`src/rtl/div_unit_pkg.sv`:
```
// Shared defines for the EX-stage divider: ALU-control op codes for DIV/DIVU
// and the divider FSM state encodings.
package div_unit_pkg;

    localparam int ALUCTL_W = 5;

    // The EX-stage glue derives start/signed_div from these alucontrol values.
    localparam logic [ALUCTL_W-1:0] ALU_DIV  = 5'd14;
    localparam logic [ALUCTL_W-1:0] ALU_DIVU = 5'd15;

    typedef enum logic [1:0] {
        DIV_IDLE = 2'd0,
        DIV_CALC = 2'd1,
        DIV_DONE = 2'd2
    } div_state_e;

endpackage

```
`src/rtl/div_step.sv`:
```
// One radix-2 restoring division iteration, purely combinational.
module div_step #(
    parameter int WIDTH = 32
) (
    input  logic [WIDTH-1:0] rem,
    input  logic [WIDTH-1:0] q,
    input  logic [WIDTH-1:0] divisor,
    output logic [WIDTH-1:0] rem_next,
    output logic [WIDTH-1:0] q_next
);

    logic [WIDTH:0] shifted;
    logic [WIDTH:0] diff;

    // The extra bit keeps the compare exact when the divisor uses the top bit.
    assign shifted = {rem, q[WIDTH-1]};
    assign diff    = shifted - {1'b0, divisor};

    always_comb begin
        if (!diff[WIDTH]) begin
            rem_next = diff[WIDTH-1:0];
            q_next   = {q[WIDTH-2:0], 1'b1};
        end else begin
            rem_next = shifted[WIDTH-1:0];
            q_next   = {q[WIDTH-2:0], 1'b0};
        end
    end

endmodule

```
`src/rtl/div_unit.sv`:
```
// Multi-cycle signed/unsigned restoring divider with HI/LO result and stall.
// Optional macro DIV_ZERO_FAST_EN: a zero divisor skips CALC and finishes at T+1.
module div_unit
    import div_unit_pkg::*;
#(
    parameter int WIDTH    = 32,
    parameter int LAT_BITS = 6
) (
    input  logic             clk,
    input  logic             resetn,
    input  logic             start,
    input  logic             signed_div,
    input  logic [WIDTH-1:0] a,
    input  logic [WIDTH-1:0] b,
    input  logic             annul,
    output logic             busy,
    output logic             valid,
    output logic [WIDTH-1:0] hi,
    output logic [WIDTH-1:0] lo
);

    localparam logic [LAT_BITS-1:0] LAST_CNT = LAT_BITS'(WIDTH - 1);

    div_state_e state_q, state_d;

    logic [LAT_BITS-1:0] count_q;
    logic [WIDTH-1:0]    rem_q, quo_q, dvsr_q, a_q;
    logic                a_neg_q, b_neg_q, bzero_q;
    logic [WIDTH-1:0]    hi_q, lo_q;

    logic             fire;
    logic             a_neg, b_neg;
    logic [WIDTH-1:0] a_abs, b_abs;
    logic [WIDTH-1:0] rem_next, q_next;
    logic [WIDTH-1:0] quo_fix, rem_fix, res_hi, res_lo;

    assign fire  = (state_q == DIV_IDLE) && start && !annul;
    assign a_neg = signed_div && a[WIDTH-1];
    assign b_neg = signed_div && b[WIDTH-1];
    assign a_abs = a_neg ? -a : a;
    assign b_abs = b_neg ? -b : b;

    div_step #(.WIDTH(WIDTH)) u_step (
        .rem      (rem_q),
        .q        (quo_q),
        .divisor  (dvsr_q),
        .rem_next (rem_next),
        .q_next   (q_next)
    );

    // 0x80000000 / -1 needs no special case: the negate wraps back to itself.
    assign quo_fix = (a_neg_q ^ b_neg_q) ? -quo_q : quo_q;
    assign rem_fix = a_neg_q ? -rem_q : rem_q;
    assign res_lo  = bzero_q ? '1  : quo_fix;
    assign res_hi  = bzero_q ? a_q : rem_fix;

    // NOTE: sequential state uses non-blocking assignments so every register
    // samples pre-edge values regardless of process ordering.
    always_ff @(posedge clk or negedge resetn) begin
        if (!resetn) state_q <= DIV_IDLE;
        else         state_q <= state_d;
    end

    // NOTE: state_d gets a default before the case so no path infers a latch.
    always_comb begin
        state_d = state_q;
        case (state_q)
            DIV_IDLE: begin
                if (fire) begin
`ifdef DIV_ZERO_FAST_EN
                    state_d = (b == '0) ? DIV_DONE : DIV_CALC;
`else
                    state_d = DIV_CALC;
`endif
                end
            end
            DIV_CALC: begin
                if (annul)                  state_d = DIV_IDLE;
                else if (count_q == LAST_CNT) state_d = DIV_DONE;
            end
            DIV_DONE: state_d = DIV_IDLE;
            default:  state_d = DIV_IDLE;
        endcase
    end

    always_comb begin
        busy  = ((state_q == DIV_IDLE) && start) || (state_q == DIV_CALC);
        valid = (state_q == DIV_DONE) && !annul;
        hi    = valid ? res_hi : hi_q;
        lo    = valid ? res_lo : lo_q;
    end

    always_ff @(posedge clk or negedge resetn) begin
        if (!resetn) begin
            count_q <= '0;
            rem_q   <= '0;
            quo_q   <= '0;
            dvsr_q  <= '0;
            a_q     <= '0;
            a_neg_q <= 1'b0;
            b_neg_q <= 1'b0;
            bzero_q <= 1'b0;
            hi_q    <= '0;
            lo_q    <= '0;
        end else begin
            if (fire) begin
                count_q <= '0;
                rem_q   <= '0;
                quo_q   <= a_abs;
                dvsr_q  <= b_abs;
                a_q     <= a;
                a_neg_q <= a_neg;
                b_neg_q <= b_neg;
                bzero_q <= (b == '0);
            end else if (state_q == DIV_CALC) begin
                count_q <= count_q + LAT_BITS'(1);
                rem_q   <= rem_next;
                quo_q   <= q_next;
            end
            if (valid) begin
                hi_q <= res_hi;
                lo_q <= res_lo;
            end
        end
    end

endmodule

```
`config.mk`:
```
export PLATFORM = sky130hd
export DESIGN_NAME = div_unit
export DESIGN_NICKNAME = d
export VERILOG_FILES = /design/src/rtl/div_unit_pkg.sv /design/src/rtl/div_step.sv /design/src/rtl/div_unit.sv
export SDC_FILE = /design/constraint.sdc
export NUM_CORES = 1
export LEC_CHECK = 0
export ABC_AREA = 1
export BUFFER_PORTS_ARGS = -buffer_cell sky130_fd_sc_hd__buf_2
export CAP_MARGIN = 15
export CORE_MARGIN = 10
export CORE_UTILIZATION = 60
export CTS_CLUSTER_DIAMETER = 200
export DETAILED_ROUTE_END_ITERATION = 16
export GPL_TIMING_DRIVEN = 0
export PLACE_DENSITY = 0.82
export SETUP_SLACK_MARGIN = 0.1
export SYNTH_ARGS = -nofsm -noshare
export SYNTH_HDL_FRONTEND = slang
export SYNTH_HIERARCHICAL = 1
export SYNTH_SLANG_ARGS = --single-unit
```
`constraint.sdc`:
```
create_clock -name clk -period 3.5 [get_ports clk]
set_input_delay 0.175 -clock clk [delete_from_list [all_inputs] [get_ports clk]]
set_output_delay 0.175 -clock clk [all_outputs]
set_load 0.05 [all_outputs]
```
Word-level counts from Yosys, hierarchy flattened

Index checks and enable logic that the tools add are counted.

Flip-flop bits (word level): 203
Input port bits: 69
Output and inout port bits: 66
Word-level logic and storage cells: 54

Equality and inequality tests: 5
$add $sub $neg: 6
Reductions and logical operators: 11
Multiplexer cells: 20
Bitwise operators: 1

Operators with widths:

| operator                                            | number |
|---|---|
| two-way mux 32 bit                                  | 13 |
| negation 32 bit                                     | 4 |
| subtractor 33 x 32 -> 33 bit                        | 1 |
| zero test 32 bit                                    | 1 |
| two-way mux 6 bit                                   | 2 |
| adder 6 x 1 -> 6 bit, second input constant         | 1 |
| equality test 6 x 5 -> 1 bit, second input constant | 1 |
| two-way mux 2 bit                                   | 3 |
| logical AND 1 bit                                   | 5 |
| case mux 2 bit (2 select lines)                     | 1 |
| != test 3 bit, second input constant                | 1 |
| equality test 2 x 1 -> 1 bit, second input constant | 1 |
| equality test 2 bit, second input constant          | 1 |
| zero test 2 bit                                     | 1 |
| != test 2 bit, second input constant                | 1 |
| AND reduction 2 bit                                 | 1 |
| nonzero test 2 bit                                  | 1 |
| zero test 1 bit                                     | 1 |
| logical OR 1 bit                                    | 1 |
| two-way mux 1 bit                                   | 1 |
| XOR 1 bit                                           | 1 |

Depth between registers and ports, before layout

Depth after elaboration: 5
Mapped depth: 19
Depth with buffers taken out: 18

By module

The synthesis kept the hierarchy.

By module, submodules not included:

| module   | seq. area each (um^2) | area an instance (um^2) | cells an instance | times used |
|---|---|---|---|---|
| div_unit | 5079.9                | 11950.2                 | 1712              | 1 |
| div_step | 0.0                   | 3395.8                  | 714               | 1 |

Worst setup path before layout

No wires, ideal clock.

Path type: register -> register
Start point: reg rem_q[0]
End point: reg hi_q[9]
Data arrival time: 2.211 ns
Library setup time: 0.253 ns
Data required time: 3.247 ns
Period minus slack after synthesis: 2.464 ns
Slack: 1.036 ns
Buffers on the path: 0
Stages on the path, launching flop included: 9
Cell sequence: dfrtp_1 inv_1 nand3_1 inv_1 nand3_1 nand2_1 a21oi_1 o21ai_0 a21boi_0

Longest elaborated chain between the ends: 4

Ends and longest elaborated chain:

| element                | RTL line        | RTL |
|---|---|---|
| from (decl)            | div_unit.sv:27  | `logic [WIDTH-1:0] rem_q, quo_q, dvsr_q, a_q;` |
| from (signal assigned) | div_unit.sv:117 | `rem_q <= rem_next;` |
| negation 32 bit        | div_unit.sv:53  | `assign rem_fix = a_neg_q ? -rem_q : rem_q;` |
| two-way mux 32 bit     | div_unit.sv:53  |  |
| two-way mux 32 bit     | div_unit.sv:55  | `assign res_hi = bzero_q ? a_q : rem_fix;` |
| two-way mux 32 bit     | --              |  |
| net hi[9]              | div_unit.sv:18  | `output logic [WIDTH-1:0] hi,` |
| to (signal assigned)   | div_unit.sv:121 | `hi_q <= res_hi;` |
| to (decl)              | div_unit.sv:29  | `logic [WIDTH-1:0] hi_q, lo_q;` |

The timed path passes the listed nets, and every way through them passes these cells.
A chain may end at the register's enable or synchronous reset.

Worst setup path in the final report

Start point: reg state_q[0]
End point: out hi[11]

Longest elaborated chain between the ends: 3

Ends and longest elaborated chain:

| element                | RTL line       | RTL |
|---|---|---|
| from (decl)            | div_unit.sv:24 | `div_state_e state_q, state_d;` |
| from (signal assigned) | div_unit.sv:61 | `else state_q <= state_d;` |
| equality test 2 bit    | div_unit.sv:88 | `valid = (state_q == DIV_DONE) && !annul;` |
| logical AND 1 bit      | div_unit.sv:88 |  |
| two-way mux 32 bit     | --             |  |
| to (decl)              | div_unit.sv:18 |  |

No other way between the ends.

==> flow_summary.ini <==
[run_status]
status = complete, but fails checks
violations = negative hold slack

[global_route]
grt-ovfl-total = 0
grt_start_max_net_pins = 124
antenna_found_initial = 1
grt_pass1_vias = 16380
grt_usage_pct = 33.37
grt_first_pass_wirelength_um = 88060

[synth]
synth_area_um2 = 15350
synth.largest_area_cell = dfrtp_1
avgSynthCellArea_um2 = 6.326
netlist.area_leader.share_pct = 33.10
ys.warnings.count = 6
synth.area.top_cells = dfrtp_1 (33%), nand2_1 (20%), inv_1 (9.1%), nand3_1 (6.2%), nor2_1 (5.7%)
yosysSeqAreaShare_pct = 33.10
synth_seq_cells = 203
syn_nets = 2533
synth_cell_type_count = 48
syn_inst = 2426

[sta]
fin_ws_ps = 428.4
rsz0062_at_grt = no
setup_violations = 0
slew-limit-headroom_pct = 53.40
hold_viol_final = 1
whs_ps = -3.689
drv_slew = 0
fin_crit_ps = 3072
fmax_mhz = 325.6
fin_crit_sh_pct = 87.76
skew_ps = 19.02
tightest_slew_ps = 699.0

[floorplan]
core_um2 = 25180
fp.dieH_um = 179.9
dieArea_um2 = 32370
start_util_pct = 60.94
die_x_um = 179.9
num_rows = 58
io_pins = 135

[final_layout]
layout.area.seq_um2 = 5080
num_antenna_cells = 0
final_nets = 2716
mostFrequentLayoutCells = nand2_1 (801), inv_1 (370), nor2_1 (235), dfrtp_1 (203), nand3_1 (189)
fillers = 2233
syn_to_final_growth_pct = 14.05
multi_input_area_um2 = 8235
final_layout_size_suffix_gt1_share_pct = 11.50
final_common_cell = nand2_1

[clock_tree]
cts_tree = built
clock_sinks = 203
clock_latency_ps = 540
numCtsBuffers = 24
ctsResizeCount = 0
cts_buffer_depth = 3
h-tree-depth = 1
clk_pin_slew_ps = 60
cts.hold.buffers_added = 22
postCtsSetupRepairBufs = 0
cts-root-buf = clkbuf_16

[min_path]
hold_path.class = input pin to flip-flop

[worst_setup_path]
crit_required_ps = 3320
worst_setup_path_end_kind = primary output
cp_max_fo = 10
worst_ep_arrival_time_ps = 2900
r2r_slack_ps = 540
path_class = flip-flop to primary output
start_kind = flip-flop

[detailed_routing]
via_count = 17060
wire_per_inst_um = 19.06
drt_iter0_drc = 2090
vias_per_cell = 5.772
drc = 0
drt_pre_antenna_iters = 6
routed_wirelength_um = 56320
postRouteAntennaNets = 0

[job]
cap_violations = 0

[pwr]
total_leakage_power_nw = 9.867
p_per_area_nw_per_um2 = 684.6
totalPowerFinal_w = 0.01198
ir_drop_v = 0.0004386

[placement]
portBuffers = 134
gp_congestion = 1.024
post-place-ws_ps = 699.7
place_hpwl_um = 44190
[metal layers]
metal,share of wire (%),vias up,global-route usage [%]
met5,0.012,-,0
met4,4.1,2,12.77
met3,10,215,7.169
met2,45,1035,53.82
met1,40,7801,43.01
li1,-,8004,-
[registers in the layout, summed over array words and instances, names as in the netlist]
name	flops
bzero_q	1
a_q	32
dvsr_q	32
quo_q	32
lo_q	32
rem_q	32
count_q	6
hi_q	32
state_q	2
b_neg_q	1
a_neg_q	1
[cell usage after synthesis (all sizes together)]
master	n
nand3b	9
clkinv	2
o22a	8
o21bai	8
nor2	245
clkbuf	18
nand4	34
xnor2	4
o221ai	3
buf	83
fa	1
or2	15
o211ai	8
nand2	817
and2	4
o31ai	2
o21ai	146
dfrtp	203
nor4	2
ha	37
xor2	33
nor3	17
a21oi	102
and3	3
a21boi	4
inv	379
nand3	190
a22oi	34
o22ai	4
a2bb2oi	3
a32oi	1
a31oi	5
o21a	2
[power by group]
part           internal [W]  total (W)  switching [W]
combinational       0.00202    0.00602        0.00400
sequential          0.00277    0.00336       0.000583
clock               0.00156    0.00260        0.00104
[layout make-up]
class,instances,area share [%]
multi-input cells,1741,47.05
plain buffers,101,3.432
inverters,381,8.171
well taps,330,2.359
repair buffers,157,5.305
flip-flops and latches,203,29.02
clock inverters,11,0.8436
clock buffers,31,3.810
[cells by family (layout without fill, tap and decap cells)]
kind of cell	Yosys count	in the layout	synth area share, %
adders and majority gates	38	38	3.147
buffers and inverters	482	681	13.23
and+or+nand+nor	1336	1336	36.18
AOI/OAI and AO/OA	330	330	12.22
DFF	203	203	33.10
xor gates and xnor gates	37	37	2.112
[metrics by stage]
stage | hold slack, ps | std cells | instance area, µm² | setup TNS (ps) | util, %
2_1_floorplan | -120.6 | 2426 | 15350 | 0 | -
3_3_place_gp | 436.9 | 2890 | 16430 | -195120 | 65.24
3_5_place_dp | 210.7 | 2891 | 16470 | 0 | 65.39
4_1_cts | 0.7834 | 2955 | 17500 | 0 | 69.50
5_1_grt | 23.45 | 2955 | 17500 | 0 | 69.50
6_report | -3.689 | 2955 | 17500 | 0 | 69.50
[critical path: stages (launching register included)]
cell       delay, ps
dfrtp_1          430
nor3_2           310
clkbuf_1         540
buf_2            410
a2bb2oi_1        340
buf_2            330
[worst paths after layout]
path	from	endpoint	cells past startpoint
setup / recovery	state_q[0]	hi[11]	5
hold / removal	a[28]	a_q[28]	3
setup reg to reg	quo_q[31]	rem_q[14]	18
hold reg to reg	hi_q[10]	hi_q[10]	2
max in group asynchronous	resetn	quo_q[26]	3
min in group asynchronous	resetn	dvsr_q[16]	2
Power figures use the tool's default switching activity.
